[src/rtl/uart_tx_fifo.sv]
// UART transmitter with a write FIFO; frames are LSB first with optional parity and 1-2 stop bits.
// Latency: a write into an idle, empty block drives the start bit one cycle later.
// Backpressure: none on the write side; a write while full is dropped and flagged by overflow.
module uart_tx_fifo #(
    parameter int CLK_HZ     = 12000000,
    parameter int BAUD       = 115200,
    parameter int DATA_BITS  = 8,
    parameter int PARITY     = 0,
    parameter int STOP_BITS  = 1,
    parameter int FIFO_DEPTH = 16
) (
    input  logic                              clk,
    input  logic                              resetn,
    input  logic [DATA_BITS-1:0]              wr_data,
    input  logic                              wr_en,
    output logic                              full,
    output logic                              empty,
    output logic [$clog2(FIFO_DEPTH+1)-1:0]   count,
    output logic                              overflow,
    output logic                              busy,
    output logic                              txd
);

    localparam int DIV   = (CLK_HZ + BAUD / 2) / BAUD;
    localparam int CNT_W = (DIV > 2) ? $clog2(DIV) : 1;
    localparam int AW    = $clog2(FIFO_DEPTH);
    localparam int CW    = $clog2(FIFO_DEPTH + 1);
    localparam int BIT_W = $clog2(DATA_BITS);

    localparam logic [CNT_W-1:0] BAUD_LAST = CNT_W'(DIV - 1);
    localparam logic [BIT_W-1:0] BIT_LAST  = BIT_W'(DATA_BITS - 1);
    localparam logic [CW-1:0]    CNT_FULL  = CW'(FIFO_DEPTH);
    localparam logic [CW-1:0]    CNT_ONE   = CW'(1);

    if (DIV < 2) begin : g_bad_div
        $error("uart_tx_fifo: clock divider must be at least 2");
    end
    if (DATA_BITS < 5 || DATA_BITS > 8) begin : g_bad_data_bits
        $error("uart_tx_fifo: DATA_BITS must be 5..8");
    end
    if (PARITY < 0 || PARITY > 2) begin : g_bad_parity
        $error("uart_tx_fifo: PARITY must be 0, 1 or 2");
    end
    if (STOP_BITS < 1 || STOP_BITS > 2) begin : g_bad_stop
        $error("uart_tx_fifo: STOP_BITS must be 1 or 2");
    end
    if (FIFO_DEPTH < 2 || (FIFO_DEPTH & (FIFO_DEPTH - 1)) != 0) begin : g_bad_depth
        $error("uart_tx_fifo: FIFO_DEPTH must be a power of two >= 2");
    end

    typedef enum logic [2:0] {
        ST_IDLE,
        ST_START,
        ST_DATA,
        ST_PARITY,
        ST_STOP
    } state_t;

    logic [DATA_BITS-1:0] mem [FIFO_DEPTH];
    logic [AW-1:0]        wr_ptr;
    logic [AW-1:0]        rd_ptr;
    logic                 push;
    logic                 pop;

    state_t               state;
    logic [CNT_W-1:0]     baud_cnt;
    logic [DATA_BITS-1:0] shreg;
    logic [BIT_W-1:0]     bit_idx;
    logic                 stop_idx;
    logic                 par_bit;
    logic                 baud_end;
    logic                 stop_last;
    logic                 frame_done;

    assign full       = (count == CNT_FULL);
    assign empty      = (count == '0);
    assign busy       = (state != ST_IDLE);
    assign baud_end   = (baud_cnt == BAUD_LAST);
    assign stop_last  = (STOP_BITS == 1) || stop_idx;
    assign frame_done = (state == ST_STOP) && baud_end && stop_last;

    // Full is judged on the pre-edge count, so a pop in the same cycle never rescues a write.
    assign push = wr_en && !full;
    assign pop  = !empty && ((state == ST_IDLE) || frame_done);

    always_ff @(posedge clk) begin
        if (push) begin
            mem[wr_ptr] <= wr_data;
        end
    end

    always_ff @(posedge clk or negedge resetn) begin
        if (!resetn) begin
            wr_ptr   <= '0;
            rd_ptr   <= '0;
            count    <= '0;
            overflow <= 1'b0;
        end else begin
            overflow <= wr_en && full;
            if (push) begin
                wr_ptr <= wr_ptr + 1'b1;
            end
            if (pop) begin
                rd_ptr <= rd_ptr + 1'b1;
            end
            case ({push, pop})
                2'b10:   count <= count + CNT_ONE;
                2'b01:   count <= count - CNT_ONE;
                default: count <= count;
            endcase
        end
    end

    always_ff @(posedge clk or negedge resetn) begin
        if (!resetn) begin
            state    <= ST_IDLE;
            txd      <= 1'b1;
            baud_cnt <= '0;
            shreg    <= '0;
            bit_idx  <= '0;
            stop_idx <= 1'b0;
            par_bit  <= 1'b0;
        end else begin
            // A pop only happens from IDLE or at the very end of STOP; both branches below enter START.
            if (pop) begin
                shreg   <= mem[rd_ptr];
                par_bit <= (^mem[rd_ptr]) ^ (PARITY == 1);
            end
            if (state == ST_IDLE) begin
                baud_cnt <= '0;
                if (pop) begin
                    txd   <= 1'b0;
                    state <= ST_START;
                end else begin
                    txd <= 1'b1;
                end
            end else begin
                baud_cnt <= baud_end ? '0 : baud_cnt + 1'b1;
                if (baud_end) begin
                    case (state)
                        ST_START: begin
                            txd     <= shreg[0];
                            shreg   <= shreg >> 1;
                            bit_idx <= '0;
                            state   <= ST_DATA;
                        end
                        ST_DATA: begin
                            if (bit_idx == BIT_LAST) begin
                                if (PARITY != 0) begin
                                    txd   <= par_bit;
                                    state <= ST_PARITY;
                                end else begin
                                    txd      <= 1'b1;
                                    stop_idx <= 1'b0;
                                    state    <= ST_STOP;
                                end
                            end else begin
                                txd     <= shreg[0];
                                shreg   <= shreg >> 1;
                                bit_idx <= bit_idx + 1'b1;
                            end
                        end
                        ST_PARITY: begin
                            txd      <= 1'b1;
                            stop_idx <= 1'b0;
                            state    <= ST_STOP;
                        end
                        ST_STOP: begin
                            if (!stop_last) begin
                                stop_idx <= 1'b1;
                            end else if (pop) begin
                                txd   <= 1'b0;
                                state <= ST_START;
                            end else begin
                                txd   <= 1'b1;
                                state <= ST_IDLE;
                            end
                        end
                        default: begin
                            txd   <= 1'b1;
                            state <= ST_IDLE;
                        end
                    endcase
                end
            end
        end
    end

endmodule

[config.mk]
export PLATFORM = sky130hd
export DESIGN_NAME = uart_tx_fifo
export DESIGN_NICKNAME = d
export VERILOG_FILES = /design/src/rtl/uart_tx_fifo.sv
export SDC_FILE = /design/constraint.sdc
export NUM_CORES = 1
export LEC_CHECK = 0
export ABC_AREA = 1
export CORE_MARGIN = 4
export CORE_UTILIZATION = 52
export DETAILED_ROUTE_END_ITERATION = 12
export PLACE_DENSITY = 0.69
export SLEW_MARGIN = 10
export SYNTH_ARGS = -nofsm -noshare
export SYNTH_HDL_FRONTEND = slang
export SYNTH_SLANG_ARGS = --single-unit
[constraint.sdc]
create_clock -name clk -period 3.8 [get_ports clk]
set_clock_uncertainty 0.1 [all_clocks]
set_input_delay 0.95 -clock clk [delete_from_list [all_inputs] [get_ports clk]]
set_output_delay 0.95 -clock clk [all_outputs]
set_load 0.01 [all_outputs]
==> flow_summary.yaml <==
status:
  status: "completed"
synthesis:
  yosys_warnings: 0
  synth_seq_cells: 164
  synth_cells: 635
  yosysUniqueCellTypes: 31
  synth.avg_cell_area_um2: 11.1
  synth_area_um2: 7050
  syn-num-nets: 658
  yosysSeqAreaShare_pct: 67.3
worst_setup_path:
  ff2ff_setup_slack_ns: 0.83
  crit_arrival_ns: 3.19
  worstSetupPathType: "flip-flop to flip-flop"
  critPathMaxFanout: 23
  cp-end-kind: "flip-flop"
  cpPeakStageDelay_ns: 0.38
  worstSetupStartpointType: "flip-flop"
  cp_slowest_cell: "dfrtp_1"
  reg2reg_to: "count[4]$_DFFE_PN0P_"
  timing.rr.start: "baud_cnt[0]$_DFF_PN0_"
  crit_chain: "ha_1, nand2_2, nor3_4, nor2_4, nor2_4, buf_4, ha_1, xor2_1, ha_1, inv_1, nand2_1, nand2_1, nand2_1, a21oi_1, xor2_1, nand2_1, nand2_1"
  critPathRequiredTime_ns: 4.02
  crit_top_cell: "nand2_1"
  reg2reg_depth: 17
grt:
  antenna_found_initial: 0
  grt_use_total_pct: 20.5
  grt_start_max_net_pins: 68
  grt.overflow.total: 0
  grt_pass1_wl_um: 24500
  grt_pass1_vias: 4557
timing:
  finalSetupViolCount: 0
  slew_violations: 0
  slew_headroom_pct: 35.3
  grt_setup_unrepaired: "no"
  final-hold-violation-count: 0
  max_freq_ghz: 0.336
  min_period_ns: 2.97
  min_period_over_period_pct: 78.2
  tightest_slew_ns: 0.968
  finalSetupTns_ns: 0
  hold_ws_ns: 0.369
  fin_ws_ns: 0.828
cts:
  cts_inserted_buffers: 17
  cts_resized: 0
  clk_pin_slew_worst_paths_ns: 0.07
  clkSinkCount: 164
  cts_tree: "done"
  cts_hold_buf: 0
  root_buffer: "clkbuf_16"
  clk_path_buf_depth: 2
  post-cts-setup-buffers: 0
  clk_latency_ns: 0.43
  cts.htree.levels: 4
pwr:
  p_leak_uw: 0.00290
  peakVddDrop_v: 0.000437
  p_per_area_nw_per_um2: 551
cells_and_area:
  fin_util_pct: 59.8
  final_cell_mix: "edfxtp_1, nor2_1, nand2_1"
  nets: 672
  fillCellCount: 1097
  mostFrequentLayoutCell: "edfxtp_1"
  diodes: 0
  drive_above_1_share_pct: 7.55
  area_delta_synth_final_pct: 12.3
drt:
  initialDrtViolationCount: 541
  drc: 0
  first_pass_iters: 6
  vias: 4700
  ant_nets: 0
  post_drt_via_cell_ratio: 5.61
  wl_um: 15100
  wire_per_inst_um: 18.0
die:
  num_rows: 42
  io_pins: 21
  die_x_um: 124
  start_util_pct: 53.2
  die_h_um: 124
  die_area_um2: 15500
  core_um2: 13200
placement:
  port_buffers: 20
  routabilityCongestion: 0.803
  dp_hpwl_um: 9580
  pre_cts_ws_ns: 0.671
flow_run:
  maxCapViolCount: 0
hold_path:
  whs_path_depth: 2
  hold_class: "flip-flop to flip-flop"
  min_to: "shreg[6]$_DFF_PN0_"
  min_from: "shreg[7]$_DFF_PN0_"
==> final cells by class <==
type / instances / area (um^2) / area share (%)
Sequential cell: 164 / 4750 / 59.9
Multi-Input combinational cell: 400 / 2000 / 25.3
Clock buffer: 18 / 429 / 5.42
Tap cell: 176 / 220 / 2.78
Timing Repair Buffer: 23 / 218 / 2.75
Inverter: 43 / 161 / 2.04
Clock inverter: 14 / 140 / 1.77
==> power by group <==
part / leakage (uW) / internal, uW / switching (uW) / total (uW)
Sequential: 0.00160 / 2130 / 91.9 / 2220
Combinational: 0.00102 / 169 / 334 / 502
Clock: 0.000282 / 923 / 721 / 1640
Total: 0.00290 / 3220 / 1150 / 4370
==> worst max path at each step <==
stage	startpoint	end
after floorplan	baud_cnt[0]$_DFF_PN0_	count[4]$_DFFE_PN0P_
after global placement	wr_en	mem[12][4]$_DFFE_PP_
after detailed placement	wr_en	count[4]$_DFFE_PN0P_
after CTS	baud_cnt[0]$_DFF_PN0_	count[4]$_DFFE_PN0P_
after global routing	baud_cnt[0]$_DFF_PN0_	count[4]$_DFFE_PN0P_
final	baud_cnt[0]$_DFF_PN0_	count[4]$_DFFE_PN0P_
==> sequential cells by signal, summed over array words and instances, names as in the netlist, 3 cells and up <==
name      flops
mem         128
shreg         8
bit_idx       3
wr_ptr        4
baud_cnt      7
state         3
count         5
rd_ptr        4
==> worst max-delay path, delay by kind of cell (launching register included) <==
kind	cells	cell delay (ns)
xor gates and xnor gates	2	0.37
and+or+nand+nor	9	0.92
buffers and inverters	2	0.31
AOI/OAI and AO/OA	1	0.07
adders and majority gates	3	0.70
DFF	1	0.38
==> cells by family (layout without fill, tap and decap cells) <==
group           Yosys count  after routing  synth area share (%)
simple gates            273            273                  16.4
flops                   164            164                  67.3
compound gates          103            103                  8.39
buf+inv                  71             98                  4.28
fa+ha+maj                12             12                  2.13
xor+xnor                 12             12                  1.49
==> synthesized netlist by cell type <==
library cell,instances,area (um^2)
nand3_1,45,225
inv_2,5,18.8
inv_1,36,135
nor4_1,1,6.26
buf_1,1,3.75
nand2_2,2,12.5
nor2_4,3,33.8
edfxtp_1,128,3840
xor2_1,9,78.8
nor2_1,123,462
o211ai_1,28,210
nor3_4,1,16.3
o21ai_0,67,335
nand4_1,4,25.0
xnor2_1,3,26.3
clkbuf_1,16,60.1
buf_4,6,45.0
dfrtp_1,35,876
buf_2,4,20.0
o2111ai_1,1,8.76
nor2_2,2,12.5
dfstp_2,1,26.3
a31oi_1,2,12.5
nor3_1,3,15.0
nand2_1,87,327
buf_6,1,11.3
ha_1,12,150
a21oi_1,5,25.0
nand4_2,1,12.5
clkinv_1,2,7.51
nor4b_1,1,8.76
==> stage by stage <==
stage	cells	power (uW)	instance area, um^2
after floorplan	635	2510	7050
after global placement	806	2740	7350
after detailed placement	806	2750	7350
after CTS	838	4390	7920
after global routing	838	4570	7920
final	838	4370	7920
==> layer usage <==
layer | GRT usage [%] | routed length (um) | part of all wire, %
met1 | 28.4 | 6590 | 44
met2 | 31.5 | 7260 | 48
met3 | 5.02 | 923 | 6.1
met4 | 7.99 | 334 | 2.2
met5 | 0 | 0 | 0
(Power assumes the default switching activity.)
